--- src/rtl/contact_sched_pkg.sv ---
// Shared types and constants for the contact-detect scheduler and its
// response buffers.
package contact_sched_pkg;

  localparam int CS_MAX_REQ = 8;
  localparam int CS_IDX_W   = $clog2(CS_MAX_REQ);
  localparam int CS_TID_W   = 16;

  // FP constants shared with the contact-detect block
  localparam logic [31:0] POSITIVEONE = 32'h3F80_0000;
  localparam logic [31:0] KEPSILON    = 32'h3727_C5AC;

  typedef struct packed {
    logic                valid;
    logic [CS_IDX_W-1:0] idx;
    logic [CS_TID_W-1:0] tid;
  } tag_t;

  typedef struct packed {
    logic                hit;
    logic [CS_TID_W-1:0] tid;
  } rsp_entry_t;

endpackage

--- src/rtl/contact_sched_rsp_fifo.sv ---
// Small synchronous FIFO holding contact results for one requester.
// Head data reads as zero whenever the buffer is empty.
module rsp_fifo
  import contact_sched_pkg::*;
#(
  parameter int DEPTH = 2,
  parameter int WIDTH = 17
) (
  input  logic             clk,
  input  logic             rst,
  input  logic             push,
  input  logic [WIDTH-1:0] push_data,
  input  logic             pop,
  output logic             valid,
  output logic             full,
  output logic [WIDTH-1:0] head
);

  localparam int PTR_W = (DEPTH > 1) ? $clog2(DEPTH) : 1;
  localparam int CNT_W = $clog2(DEPTH + 1);
  localparam logic [PTR_W-1:0] PTR_LAST = PTR_W'(DEPTH - 1);
  localparam logic [PTR_W-1:0] PTR_ONE  = PTR_W'(1);
  localparam logic [CNT_W-1:0] CNT_FULL = CNT_W'(DEPTH);
  localparam logic [CNT_W-1:0] CNT_ONE  = CNT_W'(1);

  logic [WIDTH-1:0] mem_q [DEPTH];
  logic [WIDTH-1:0] mem_d [DEPTH];
  logic [PTR_W-1:0] wr_ptr_q, wr_ptr_d;
  logic [PTR_W-1:0] rd_ptr_q, rd_ptr_d;
  logic [CNT_W-1:0] count_q, count_d;
  logic             do_push, do_pop;

  assign valid = (count_q != '0);
  assign full  = (count_q == CNT_FULL);
  assign head  = valid ? mem_q[rd_ptr_q] : '0;

  always_comb begin
    do_pop   = pop && valid;
    // a pop frees the slot the push needs, so push-at-full is legal then
    do_push  = push && (!full || do_pop);
    mem_d    = mem_q;
    wr_ptr_d = wr_ptr_q;
    rd_ptr_d = rd_ptr_q;
    count_d  = count_q;
    if (do_push) begin
      mem_d[wr_ptr_q] = push_data;
      wr_ptr_d = (wr_ptr_q == PTR_LAST) ? '0 : wr_ptr_q + PTR_ONE;
    end
    if (do_pop) begin
      rd_ptr_d = (rd_ptr_q == PTR_LAST) ? '0 : rd_ptr_q + PTR_ONE;
    end
    case ({do_push, do_pop})
      2'b10:   count_d = count_q + CNT_ONE;
      2'b01:   count_d = count_q - CNT_ONE;
      default: count_d = count_q;
    endcase
  end

  always_ff @(posedge clk or negedge rst) begin
    if (!rst) begin
      for (int i = 0; i < DEPTH; i++) mem_q[i] <= '0;
      wr_ptr_q <= '0;
      rd_ptr_q <= '0;
      count_q  <= '0;
    end else begin
      mem_q    <= mem_d;
      wr_ptr_q <= wr_ptr_d;
      rd_ptr_q <= rd_ptr_d;
      count_q  <= count_d;
    end
  end

  always @(posedge clk) begin
    if (rst) begin
      assert (!(push && full && !pop))
        else $error("rsp_fifo: push into a full buffer");
    end
  end

endmodule

--- src/rtl/contact_sched.sv ---
// Round-robin, credit-gated issue of contact tests onto one fixed-latency
// pipeline, with results steered back into per-requester response buffers.
module contact_sched
  import contact_sched_pkg::*;
#(
  parameter int NUM_REQ   = 4,
  parameter int PIPE_LAT  = 3,
  parameter int RSP_DEPTH = 2,
  parameter int TID_W     = CS_TID_W
) (
  input  logic                     clk,
  input  logic                     rst,
  input  logic [NUM_REQ-1:0]       req_valid,
  output logic [NUM_REQ-1:0]       req_ready,
  input  logic [NUM_REQ*32-1:0]    req_u,
  input  logic [NUM_REQ*32-1:0]    req_v,
  input  logic [NUM_REQ*32-1:0]    req_det,
  input  logic [NUM_REQ*TID_W-1:0] req_tid,
  output logic [31:0]              cd_u,
  output logic [31:0]              cd_v,
  output logic [31:0]              cd_det,
  input  logic                     cd_hit,
  output logic [NUM_REQ-1:0]       rsp_valid,
  input  logic [NUM_REQ-1:0]       rsp_ready,
  output logic [NUM_REQ-1:0]       rsp_hit,
  output logic [NUM_REQ*TID_W-1:0] rsp_tid,
  output logic                     busy
);

  localparam int CRD_W = $clog2(RSP_DEPTH + 1);
  localparam int IDX_W = CS_IDX_W;
  localparam logic [CRD_W-1:0] CRD_MAX  = CRD_W'(RSP_DEPTH);
  localparam logic [CRD_W-1:0] CRD_ONE  = CRD_W'(1);
  localparam logic [IDX_W-1:0] IDX_LAST = IDX_W'(NUM_REQ - 1);
  localparam logic [IDX_W-1:0] IDX_ONE  = IDX_W'(1);
  localparam logic [IDX_W:0]   REQ_N    = (IDX_W+1)'(NUM_REQ);

  logic [IDX_W-1:0] ptr_q, ptr_d;
  logic [CRD_W-1:0] credit_q [NUM_REQ];
  logic [CRD_W-1:0] credit_d [NUM_REQ];
  // stage 0 travels with the cd_* operand register; the last stage lines up with cd_hit
  tag_t             tag_q [PIPE_LAT+1];
  tag_t             tag_d [PIPE_LAT+1];
  logic [31:0]      cd_u_q, cd_u_d, cd_v_q, cd_v_d, cd_det_q, cd_det_d;

  logic [NUM_REQ-1:0]   eligible, pop, push, rsp_full;
  logic [2*NUM_REQ-1:0] elig_dbl, elig_rot;
  logic                 grant_vld;
  logic [IDX_W-1:0]     grant_idx;
  logic [IDX_W:0]       grant_sum;
  logic [TID_W-1:0]     grant_tid;
  logic                 tags_busy;
  tag_t                 tag_out;

  assign cd_u    = cd_u_q;
  assign cd_v    = cd_v_q;
  assign cd_det  = cd_det_q;
  assign tag_out = tag_q[PIPE_LAT];

  always_comb begin
    for (int i = 0; i < NUM_REQ; i++) begin
      eligible[i] = req_valid[i] && (credit_q[i] != '0);
    end
  end

  // rotate so bit 0 is the requester at ptr, then take the lowest set bit
  always_comb begin
    elig_dbl  = {eligible, eligible};
    elig_rot  = elig_dbl >> ptr_q;
    grant_vld = 1'b0;
    grant_idx = '0;
    grant_sum = '0;
    for (int k = NUM_REQ - 1; k >= 0; k--) begin
      if (elig_rot[k]) begin
        grant_sum = {1'b0, ptr_q} + (IDX_W+1)'(k);
        if (grant_sum >= REQ_N) grant_sum = grant_sum - REQ_N;
        grant_vld = 1'b1;
        grant_idx = grant_sum[IDX_W-1:0];
      end
    end
  end

  always_comb begin
    for (int i = 0; i < NUM_REQ; i++) begin
      req_ready[i] = grant_vld && (grant_idx == IDX_W'(i));
    end
    if (grant_vld) ptr_d = (grant_idx == IDX_LAST) ? '0 : grant_idx + IDX_ONE;
    else           ptr_d = ptr_q;
  end

  always_comb begin
    cd_u_d    = cd_u_q;
    cd_v_d    = cd_v_q;
    cd_det_d  = cd_det_q;
    grant_tid = '0;
    for (int i = 0; i < NUM_REQ; i++) begin
      if (req_ready[i]) begin
        cd_u_d    = req_u[i*32 +: 32];
        cd_v_d    = req_v[i*32 +: 32];
        cd_det_d  = req_det[i*32 +: 32];
        grant_tid = req_tid[i*TID_W +: TID_W];
      end
    end
    tag_d[0].valid = grant_vld;
    tag_d[0].idx   = grant_idx;
    tag_d[0].tid   = grant_tid;
    for (int k = 1; k <= PIPE_LAT; k++) tag_d[k] = tag_q[k-1];
  end

  always_comb begin
    tags_busy = 1'b0;
    for (int k = 0; k <= PIPE_LAT; k++) tags_busy = tags_busy | tag_q[k].valid;
    busy = tags_busy | (|rsp_valid);
    for (int i = 0; i < NUM_REQ; i++) begin
      pop[i]  = rsp_valid[i] & rsp_ready[i];
      push[i] = tag_out.valid && (tag_out.idx == IDX_W'(i));
      case ({req_ready[i], pop[i]})
        2'b10:   credit_d[i] = credit_q[i] - CRD_ONE;
        2'b01:   credit_d[i] = credit_q[i] + CRD_ONE;
        default: credit_d[i] = credit_q[i];
      endcase
    end
  end

  always_ff @(posedge clk or negedge rst) begin
    if (!rst) begin
      ptr_q    <= '0;
      cd_u_q   <= '0;
      cd_v_q   <= '0;
      cd_det_q <= '0;
      for (int i = 0; i < NUM_REQ; i++) credit_q[i] <= CRD_MAX;
      for (int k = 0; k <= PIPE_LAT; k++) tag_q[k] <= '0;
    end else begin
      ptr_q    <= ptr_d;
      cd_u_q   <= cd_u_d;
      cd_v_q   <= cd_v_d;
      cd_det_q <= cd_det_d;
      credit_q <= credit_d;
      tag_q    <= tag_d;
    end
  end

  for (genvar i = 0; i < NUM_REQ; i++) begin : g_rsp
    rsp_entry_t wr_ent;
    rsp_entry_t rd_ent;
    assign wr_ent.hit = cd_hit;
    assign wr_ent.tid = tag_out.tid;

    rsp_fifo #(
      .DEPTH (RSP_DEPTH),
      .WIDTH ($bits(rsp_entry_t))
    ) u_fifo (
      .clk       (clk),
      .rst       (rst),
      .push      (push[i]),
      .push_data (wr_ent),
      .pop       (pop[i]),
      .valid     (rsp_valid[i]),
      .full      (rsp_full[i]),
      .head      (rd_ent)
    );

    assign rsp_hit[i]                 = rd_ent.hit;
    assign rsp_tid[i*TID_W +: TID_W]  = rd_ent.tid;
  end

  always @(posedge clk) begin
    if (rst) begin
      for (int i = 0; i < NUM_REQ; i++) begin
        assert (!(pop[i] && credit_q[i] == CRD_MAX))
          else $error("contact_sched: credit above depth on requester %0d", i);
        assert (!(push[i] && rsp_full[i] && !pop[i]))
          else $error("contact_sched: response buffer %0d overflow", i);
      end
    end
  end

endmodule

--- config.mk ---
export PLATFORM = sky130hd
export DESIGN_NAME = contact_sched
export DESIGN_NICKNAME = d
export VERILOG_FILES = /design/src/rtl/contact_sched_pkg.sv /design/src/rtl/contact_sched_rsp_fifo.sv /design/src/rtl/contact_sched.sv
export SDC_FILE = /design/constraint.sdc
export NUM_CORES = 1
export LEC_CHECK = 0
export ABC_AREA = 1
export BUFFER_PORTS_ARGS = -buffer_cell sky130_fd_sc_hd__clkbuf_2
export CAP_MARGIN = 20
export CORE_AREA = 2 2 243 245
export CTS_CLUSTER_SIZE = 12
export DETAILED_ROUTE_END_ITERATION = 10
export DIE_AREA = 0 0 245 247
export GPL_TIMING_DRIVEN = 0
export PLACE_DENSITY = 0.55
export REMOVE_ABC_BUFFERS = 1
export SLEW_MARGIN = 20
export SYNTH_ARGS = -nofsm -noshare
export SYNTH_HDL_FRONTEND = slang
export SYNTH_SLANG_ARGS = --single-unit
--- constraint.sdc ---
create_clock -name clk -period 8.8 [get_ports clk]
set_input_delay 0.88 -clock clk [delete_from_list [all_inputs] [get_ports clk]]
set_output_delay 0.88 -clock clk [all_outputs]
set_load 0.005 [all_outputs]
# == After elaboration in Yosys (flattened, before gate mapping) ==
# Index checks and enable logic that the tools add are counted.
# totals
wordCells,256
regBits,339
# op_classes
bitwise_logic,16
add_sub_neg,32
eq_ne,26
order_cmp,16
n_reduce_logical,52
shift,1
mux,73
# ops
operator,count
32-bit 2-to-1 mux,12
17-bit 2-to-1 mux,20
34-bit bitwise mux,4
17-bit demux with 1-bit select,4
16-bit 2-to-1 mux,4
2-bit one-hot mux with 2 select lines,8
2-bit nonzero test,16
3-bit 2-to-1 mux,9
"2-bit == test, second input constant",12
1-bit logical AND,24
"2-bit by 1-bit adder with 2-bit output, second input constant",8
"2-bit by 1-bit == test with 1-bit output, second input constant",8
"2-bit greater-or-equal comparator, second input constant",8
1-bit NOT with 2-bit output,8
"2-bit by 1-bit subtractor with 2-bit output, second input constant",8
"3-bit by 2-bit == test with 1-bit output, second input constant",4
"4-bit by 3-bit greater-or-equal comparator with 1-bit output, second input constant",3
1-bit 2-to-1 mux,12
"3-bit subtractor, second input constant",4
"1-bit adder, second input constant",8
"3-bit by 2-bit adder with 4-bit output, second input constant",2
"2-bit by 1-bit < comparator with 1-bit output, second input constant",4
8-bit by 3-bit >> shifter with 4-bit output,1
"3-bit by 1-bit == test with 1-bit output, second input constant",2
other kinds (10),23

# == Logic depth before layout (Yosys ltp) ==
# Gate-level depths: netlist of run 1.
# depth
word_depth,13
mapped_depth,22
depth_no_buf,19

# == By module ==
# Synthesis of run 1 repeated with hierarchy kept, for this count alone.
# unflattened
hier_cells,2565
area_unflattened_um2,18895.6
# by_module_without_submodules
mod,cells_per_inst,area_per_inst_um2,seq_area_each_um2,n_inst
contact_sched,1637,11323.4,4684.5,1
rsp_fifo,232,1893.1,950.9,4

# == Worst setup path before layout of run 1 ==
# No wires, ideal clock.
# synth_path
kind,input-to-output
start,input port req_valid[3]
end,output port req_ready[0]
arrival_ns,2.457
path_stages,15
path_slack_ns,5.463
n_path_buf,2
cell_sequence,nand3_1 > nand3_1 > nand2_1 > nor2_2 > inv_1 > nand2_1 > nand2_1 > nand2_1 > nand2_1 > inv_1 > ha_1 > clkbuf_1 > clkbuf_1 > nand2_1 > inv_1
# synth_via
elab_chain_cells,8
word_cells_on_any_way,12
# synth_lines
item,line_no,source
from (decl),contact_sched.sv:13,"input logic [NUM_REQ-1:0] req_valid,"
1-bit logical AND *,contact_sched.sv:62,eligible[i] = req_valid[i] && (credit_q[i] != '0);
8-bit by 3-bit >> shifter with 4-bit output *,contact_sched.sv:69,elig_rot = elig_dbl >> ptr_q;
3-bit 2-to-1 mux (3 in a row),contact_sched.sv:74,if (elig_rot[k]) begin
3-bit 2-to-1 mux *,contact_sched.sv:74,
named net grant_idx[0],contact_sched.sv:49,logic [IDX_W-1:0] grant_idx;
3-bit zero test *,contact_sched.sv:85,req_ready[i] = grant_vld && (grant_idx == IDX_W'(i));
1-bit logical AND *,contact_sched.sv:85,
to (decl),contact_sched.sv:14,"output logic [NUM_REQ-1:0] req_ready,"
# Mark *: on every way through the listed nets, which the timed path passes. The rest lies on a longest branch.

# == Worst setup path in the final report of run 1 ==
# layout_path
start,register credit_q[7] in the netlist's numbering
end,output port req_ready[1]
# layout_via
elab_chain_cells,9
word_cells_on_any_way,13
# layout_lines
item,line_no,source
from (decl),contact_sched.sv:39,logic [CRD_W-1:0] credit_q [NUM_REQ];
from (signal assigned),contact_sched.sv:138,credit_q <= credit_d;
2-bit nonzero test *,contact_sched.sv:62,
1-bit logical AND *,contact_sched.sv:62,
8-bit by 3-bit >> shifter with 4-bit output *,contact_sched.sv:69,
3-bit 2-to-1 mux (3 in a row),contact_sched.sv:74,
3-bit 2-to-1 mux *,contact_sched.sv:74,
named net grant_idx[0],contact_sched.sv:49,
3-bit by 1-bit == test with 1-bit output *,contact_sched.sv:85,
1-bit logical AND *,contact_sched.sv:85,
# Marks and branches as above.

==> run_results.csv, run 1 <==
group,metric,value,unit
sta,worst_pin_slew,1.13,ns
setup_path,crit_family,"simple AND/OR/NAND/NOR gates",
sta,min_period,5.03,ns
yosys,ys_seq_area_share,45.7,%
sta,fmax,199,MHz
setup_path,cp_cell_sequence,"inv_1 -> nand2_1 -> nand3_1 -> nand3_1 -> nand2_1 -> nor2_2 -> inv_1 -> nand2_1 -> nand3_1 -> nand2_1 -> ha_4 -> buf_12 -> nand2_8 -> inv_2 -> clkbuf_2",
place,port_buffers,631,
detailed_routing,drtIter0Drc,1091,
detailed_routing,ant_nets,0,
run,drv_cap,0,
yosys,ys_ff_latch,339,
sta,setup_viol,0,
clock_tree,cts_root_buf,"clkbuf_16",
grt,grt_overflow,0,
floorplan,rows,89,
sta,fin_skew,0.0199,ns
setup_path,criticalPathCategory,"reg2out",
yosys,synthTopCellsByArea,"dfrtp_1, nand2_1, nand3_1, inv_1, o21ai_0",
clock_tree,cts_htree_levels,2,
setup_path,cp_common_cell,"nand2_1",
floorplan,fp.dieW,245,um
finish,multi_input_area,7770,um2
clock_tree,clk_path_buf_depth,3,
yosys,synth.distinct_cells,33,
setup_path,start_kind,"flop",
grt,antenna_found_initial,17,
yosys,yosysMostFrequentCell,"nand2_1",
setup_path,cp_slowest_stage_delay,0.67,ns
clock_tree,path_clk_slew,0.06,ns
floorplan,io_pins,632,
detailed_routing,viasPerCell,4.57,
clock_tree,cts_setup_buffers,0,
yosys,yosysTopAreaCell,"dfrtp_1",
yosys,synthArstFlopShare,100,%
sta,maxSlewViolCount,0,
run_status,status,"complete, no violations",
detailed_routing,firstDrtPassIters,5,
finish,drive_above_1_share,24.7,%
clock_tree,cts_made_buffers,40,
clock_tree,clock_sinks,339,
setup_path,crit_required,7.92,ns
finish,fill_cells,6316,
setup_path,endpoint_kind,"output pin",
finish,syn2layout_area_growth,28.9,%
yosys,netlist_area,18600,um2
finish,nNetsFinal,3675,
yosys,synthCells,2663,
clock_tree,ctsResizeCount,0,
setup_path,critPathSlowestCell,"inv_2",
yosys,yosysTopAreaCellShare,45.1,%
setup_path,cp.arrival,4.15,ns
sta,finalHoldViolations,0,
yosys,syn_area_per_cell,6.98,um2
floorplan,die_h,247,um
setup_path,critPathMaxFanout,98,
grt,grt_pass1_vias,17300,
sta,slew_headroom,24.3,%
floorplan,core_area,58200,um2
clock_tree,cts_hold_buf,0,
detailed_routing,vias,18400,
floorplan,fp.dieArea,60500,um2
sta,finalCritPeriodShare,57.2,%
setup_path,path_buf_inv,5,
grt,grt_pass1_wl,106000,um
grt,grt_max_degree,99,
detailed_routing,drcViolationCount,0,
sta,fin_hold_ws,0.250,ns
hold_path,hold_class,"in2async",
grt,grt_use_total,23.1,%
place,hpwl,51900,um
yosys,synth_commonest_cells,"nand2_1, inv_1, dfrtp_1",
detailed_routing,wire_per_inst,17.7,um
yosys,yosysWarnings,0,
sta,rsz0062_at_grt,"no",
place,gp_congestion,0.893,
clock_tree,clkLatencyLatePin,0.56,ns
detailed_routing,wirelength,71100,um
finish,seqCellArea,8490,um2
yosys,synth_edf_count,0,
clock_tree,cts_tree,"built",
yosys,synthFlopType,"dfrtp_1",
floorplan,initial_core_util,31.9,%
-- through the flow --
stage,TNS [ns],cell area (um2),utilization [%],worst slack [ns],std cells
5_1_grt,0,23900,41.1,3.47,4012
3_3_place_gp,-2401.88,21800,37.5,-20.48,3898
6_report,0,23900,41.1,3.77,4013
4_1_cts,0,23900,41.1,3.65,4005
2_1_floorplan,-346.60,17700,-,-3.24,2494
3_5_place_dp,0,22600,38.9,3.73,3936
-- cells in the final DEF, fill, tap and decap left out, types with 9 or more instances in the layout --
master     Yosys  layout
nand2_1      834     831
clkbuf_2       0     630
inv_1        366     366
dfrtp_1      335     332
nand3_1      320     320
nor2_1       234     228
o21ai_0      178     178
a21oi_1       94      94
inv_2         43      44
clkbuf_16      0      40
o21a_1        17      17
nand4_1       16      16
buf_16         0      15
xor2_1        12      12
clkbuf_1      61      11
xnor2_1        9       9
-- final cells by class --
type	count	area share (%)
flip-flops and latches	339	35.5
well taps	773	4.04
repair buffers	669	16.2
multi-input cells	1743	32.5
clock inverters	11	0.533
diodes	8	0.0836
inverters	412	6.47
clock buffers	58	4.76
-- flip-flops by register name (all words and copies together), names as in the netlist --
| signal | cells |
|---|---|
| g_rsp.u_fifo.count_q | 8 |
| tag_d | 60 |
| cd_det | 32 |
| ptr_q | 3 |
| tag_out | 4 |
| g_rsp.u_fifo.wr_ptr_q | 4 |
| g_rsp.u_fifo.mem_q | 136 |
| g_rsp.u_fifo.rd_ptr_q | 4 |
| cd_v | 32 |
| credit_q | 8 |
| cd_u | 32 |
| g_rsp.wr_ent | 16 |
-- worst paths after layout --
kind,from,end,slack (ns),depth (start not counted)
min in group clk,tag_d[0]$_DFF_PN0_,g_rsp[0].wr_ent[0]$_DFF_PN0_,0.33,0
hold / removal,rst,g_rsp[0].u_fifo.mem_q[8]$_DFFE_PN0P_,0.25,1
setup reg to reg,credit_q[7]$_DFFE_PN1P_,cd_det[13]$_DFFE_PN0P_,4.10,25
hold reg to reg,tag_d[0]$_DFF_PN0_,g_rsp[0].wr_ent[0]$_DFF_PN0_,0.33,0
setup / recovery,credit_q[7]$_DFFE_PN1P_,req_ready[1],3.77,15
max in group asynchronous,rst,cd_det[21]$_DFFE_PN0P_,7.32,3
-- per-layer routing --
layer	vias to the layer above	routed length [um]	GRT usage, %
li1	9238	-	-
met1	8462	29400	28.7
met2	525	34600	39.2
met3	117	4980	6.15
met4	10	2000	6.94
met5	-	72	0
-- worst reg2reg max path: stages (launching register included) --
cell	delay, ns
dfstp_2	0.51
inv_1	0.05
nand2_1	0.15
nand3_1	0.12
nand3_1	0.11
nand2_1	0.07
nor2_2	0.13
inv_1	0.09
nand2_1	0.07
nand3_1	0.06
nand2_1	0.20
inv_1	0.13
ha_4	0.26
buf_16	0.22
o41ai_4	0.62
buf_4	0.34
buf_8	0.18
buf_4	0.22
buf_6	0.17
buf_4	0.21
buf_6	0.17
buf_6	0.17
buf_6	0.18
nor2_1	0.06
nand2_1	0.06
nand2_1	0.05
-- cells by family after synthesis --
group / synth area share, %
AO/OA/AOI/OAI: 8.24
XOR/XNOR: 0.990
adder cells (fa/ha/maj): 0.741
buffers and inverters: 13.1
flip-flops: 45.7
multiplexers: 0.0539
other: 0.0202
AND/OR/NAND/NOR: 31.2
Power of run 1 is left out: the tool's default activity adds up to more than one toggle a clock period on the data nets, which glitch-free logic cannot reach.
==> run 2, diff against run 1 <==
- CORE_AREA: 2 2 243 245 -> 2 2 245 247
- DIE_AREA: 0 0 245 247 -> 0 0 247 249
- PLACE_DENSITY: 0.55 -> 0.54
- clock period: 8.8 -> 5.1 ns (I/O delays scaled with it)
==> run 2 against run 1 <==
Against the previous run:
- setup slack got worse by 3.1 ns
- final cell count rose by 0.40%
- core utilization barely moved
- clock skew rose by 0.0096 ns
- hold slack got worse by 0.12 ns
- via count rose by 0.43%
- critical path depth rose by 7
- die area rose by 1.6%
- global-route usage fell by 0.23 points
- routed wire length rose by 0.40%
- flip-flop and latch count did not move
- critical endpoint is now cd_u[16]$_DFFE_PN0P_
==> run_results.csv, run 2 (synthesis results as in run 1) <==
group,metric,value,unit
clock_tree,clkLatencyLatePin,0.58,ns
grt,grt_use_total,22.9,%
grt,grt_pass1_vias,17500,
setup_path,crit_required,5.55,ns
clock_tree,clock_sinks,339,
clock_tree,path_clk_slew,0.06,ns
sta,maxSlewViolCount,0,
finish,final_common_cell,"nand2_1",
clock_tree,cts_root_buf,"clkbuf_16",
finish,top_register,"g_rsp.u_fifo.mem_q",
floorplan,fp.dieArea,61500,um2
detailed_routing,drcViolationCount,0,
floorplan,rows,89,
detailed_routing,drtIter0Drc,1094,
run_status,status,"complete, no violations",
setup_path,start_kind,"flop",
detailed_routing,vias,18400,
grt,grt_max_degree,99,
sta,finalHoldViolations,0,
setup_path,cp.arrival,4.86,ns
detailed_routing,firstDrtPassIters,5,
grt,grt_overflow,0,
finish,multi_input_area,7770,um2
finish,largest_register_ffs,136,
setup_path,endpoint_kind,"flop",
place,hpwl,51900,um
sta,min_period,4.41,ns
clock_tree,cts_made_buffers,42,
finish,seqCellArea,8490,um2
sta,fin_hold_ws,0.128,ns
grt,grt_pass1_wl,107000,um
detailed_routing,wire_per_inst,17.7,um
clock_tree,cts_tree,"built",
sta,slew_headroom,43.0,%
finish,design_area,24100,um2
finish,fill_cells,6261,
clock_tree,ctsResizeCount,0,
place,port_buffers,631,
hold_path,hold_class,"in2reg",
place,gp_congestion,0.882,
sta,fin_skew,0.0294,ns
clock_tree,clk_path_buf_depth,3,
detailed_routing,ant_nets,0,
floorplan,fp.dieW,247,um
floorplan,io_pins,632,
setup_path,critPathMaxFanout,29,
sta,fmax,227,MHz
floorplan,core_area,58700,um2
detailed_routing,wirelength,71300,um
setup_path,criticalPathCategory,"reg2reg",
finish,finalCoreUtilization,41.1,%
floorplan,initial_core_util,31.7,%
sta,rsz0062_at_grt,"no",
sta,worst_pin_slew,0.855,ns
finish,drive_above_1_share,24.9,%
finish,mostFrequentLayoutCells,"nand2_1, clkbuf_2, inv_1",
finish,syn2layout_area_growth,29.8,%
place,placed_area,22600,um2
floorplan,die_h,249,um
clock_tree,cts_htree_levels,2,
finish,nNetsFinal,3678,
detailed_routing,viasPerCell,4.57,
grt,antenna_found_initial,19,
run,drv_cap,0,
sta,setup_viol,0,
sta,finalCritPeriodShare,86.5,%
## run 2: changes by cell type in the layout (fill, tap and decap cells not counted), sizes merged, moves of 2 or more
| cell | previous run | this run |
|---|---|---|
| diode | 8 | 16 |
| clkbuf | 689 | 693 |
| inv | 413 | 411 |
| clkinv | 8 | 13 |
## run 2: repair_timing
item,4_1_cts,5_1_grt
hold buffers,1,0
setup buffers,0,0
endpoints found under the hold margin,22,0
## run 2: per-layer routing
layer	GRT usage, %	vias to the layer above	wire [um]	share of wire (%)
met2	38.5	565	34700	49
met1	27.8	8475	29000	41
met4	8.50	4	2450	3.4
met5	0	-	25	0.035
li1	-	9271	-	-
met3	6.19	115	5210	7.3
## run 2: path summary, 6_finish.rpt
path | from | to | slack [ns] | cells after the start
max | credit_q[1]$_DFFE_PN1P_ | cd_u[16]$_DFFE_PN0P_ | 0.69 | 22
max reg2reg | credit_q[1]$_DFFE_PN1P_ | cd_u[16]$_DFFE_PN0P_ | 0.69 | 22
min in group asynchronous | rst | g_rsp[3].u_fifo.mem_q[13]$_DFFE_PN0P_ | 0.38 | 2
max in group asynchronous | rst | cd_v[30]$_DFFE_PN0P_ | 3.56 | 4
min | req_tid[61] | tag_d[53]$_DFF_PN0_ | 0.13 | 3
min reg2reg | tag_d[40]$_DFF_PN0_ | tag_d[20]$_DFF_PN0_ | 0.32 | 0
## run 2: cell type report
cell class | count | share of cell area, %
clock buffers | 61 | 5.11
clock inverters | 15 | 0.830
repair buffers | 670 | 16.0
inverters | 412 | 6.42
flip-flops and latches | 339 | 35.2
diodes | 16 | 0.166
multi-input cells | 1743 | 32.2
well taps | 773 | 4.01
## run 2: critical path: stages (launching register included)
cell	delay [ns]
dfstp_2	0.51
inv_1	0.05
nand2_1	0.12
nand3_1	0.13
nand3_1	0.09
nand2_1	0.07
nor2_2	0.12
inv_1	0.08
nand2_1	0.07
nand3_1	0.06
nand2_1	0.20
inv_1	0.13
ha_4	0.29
buf_12	0.22
o41ai_4	0.77
buf_4	0.33
buf_6	0.16
buf_4	0.22
buf_4	0.24
buf_4	0.21
nor2_1	0.08
nand2_1	0.06
nand2_1	0.05
## run 2: through the flow
stage | worst slack [ns] | std cells | TNS, ns
floorplan | -6.68 | 2494 | -755.96
global placement | -23.03 | 3898 | -3900.20
detailed placement | 0.692 | 3935 | 0
CTS | 0.575 | 4012 | 0
global route | 0.252 | 4025 | 0
finish | 0.690 | 4029 | 0
Power of run 2 is left out for the same reason.
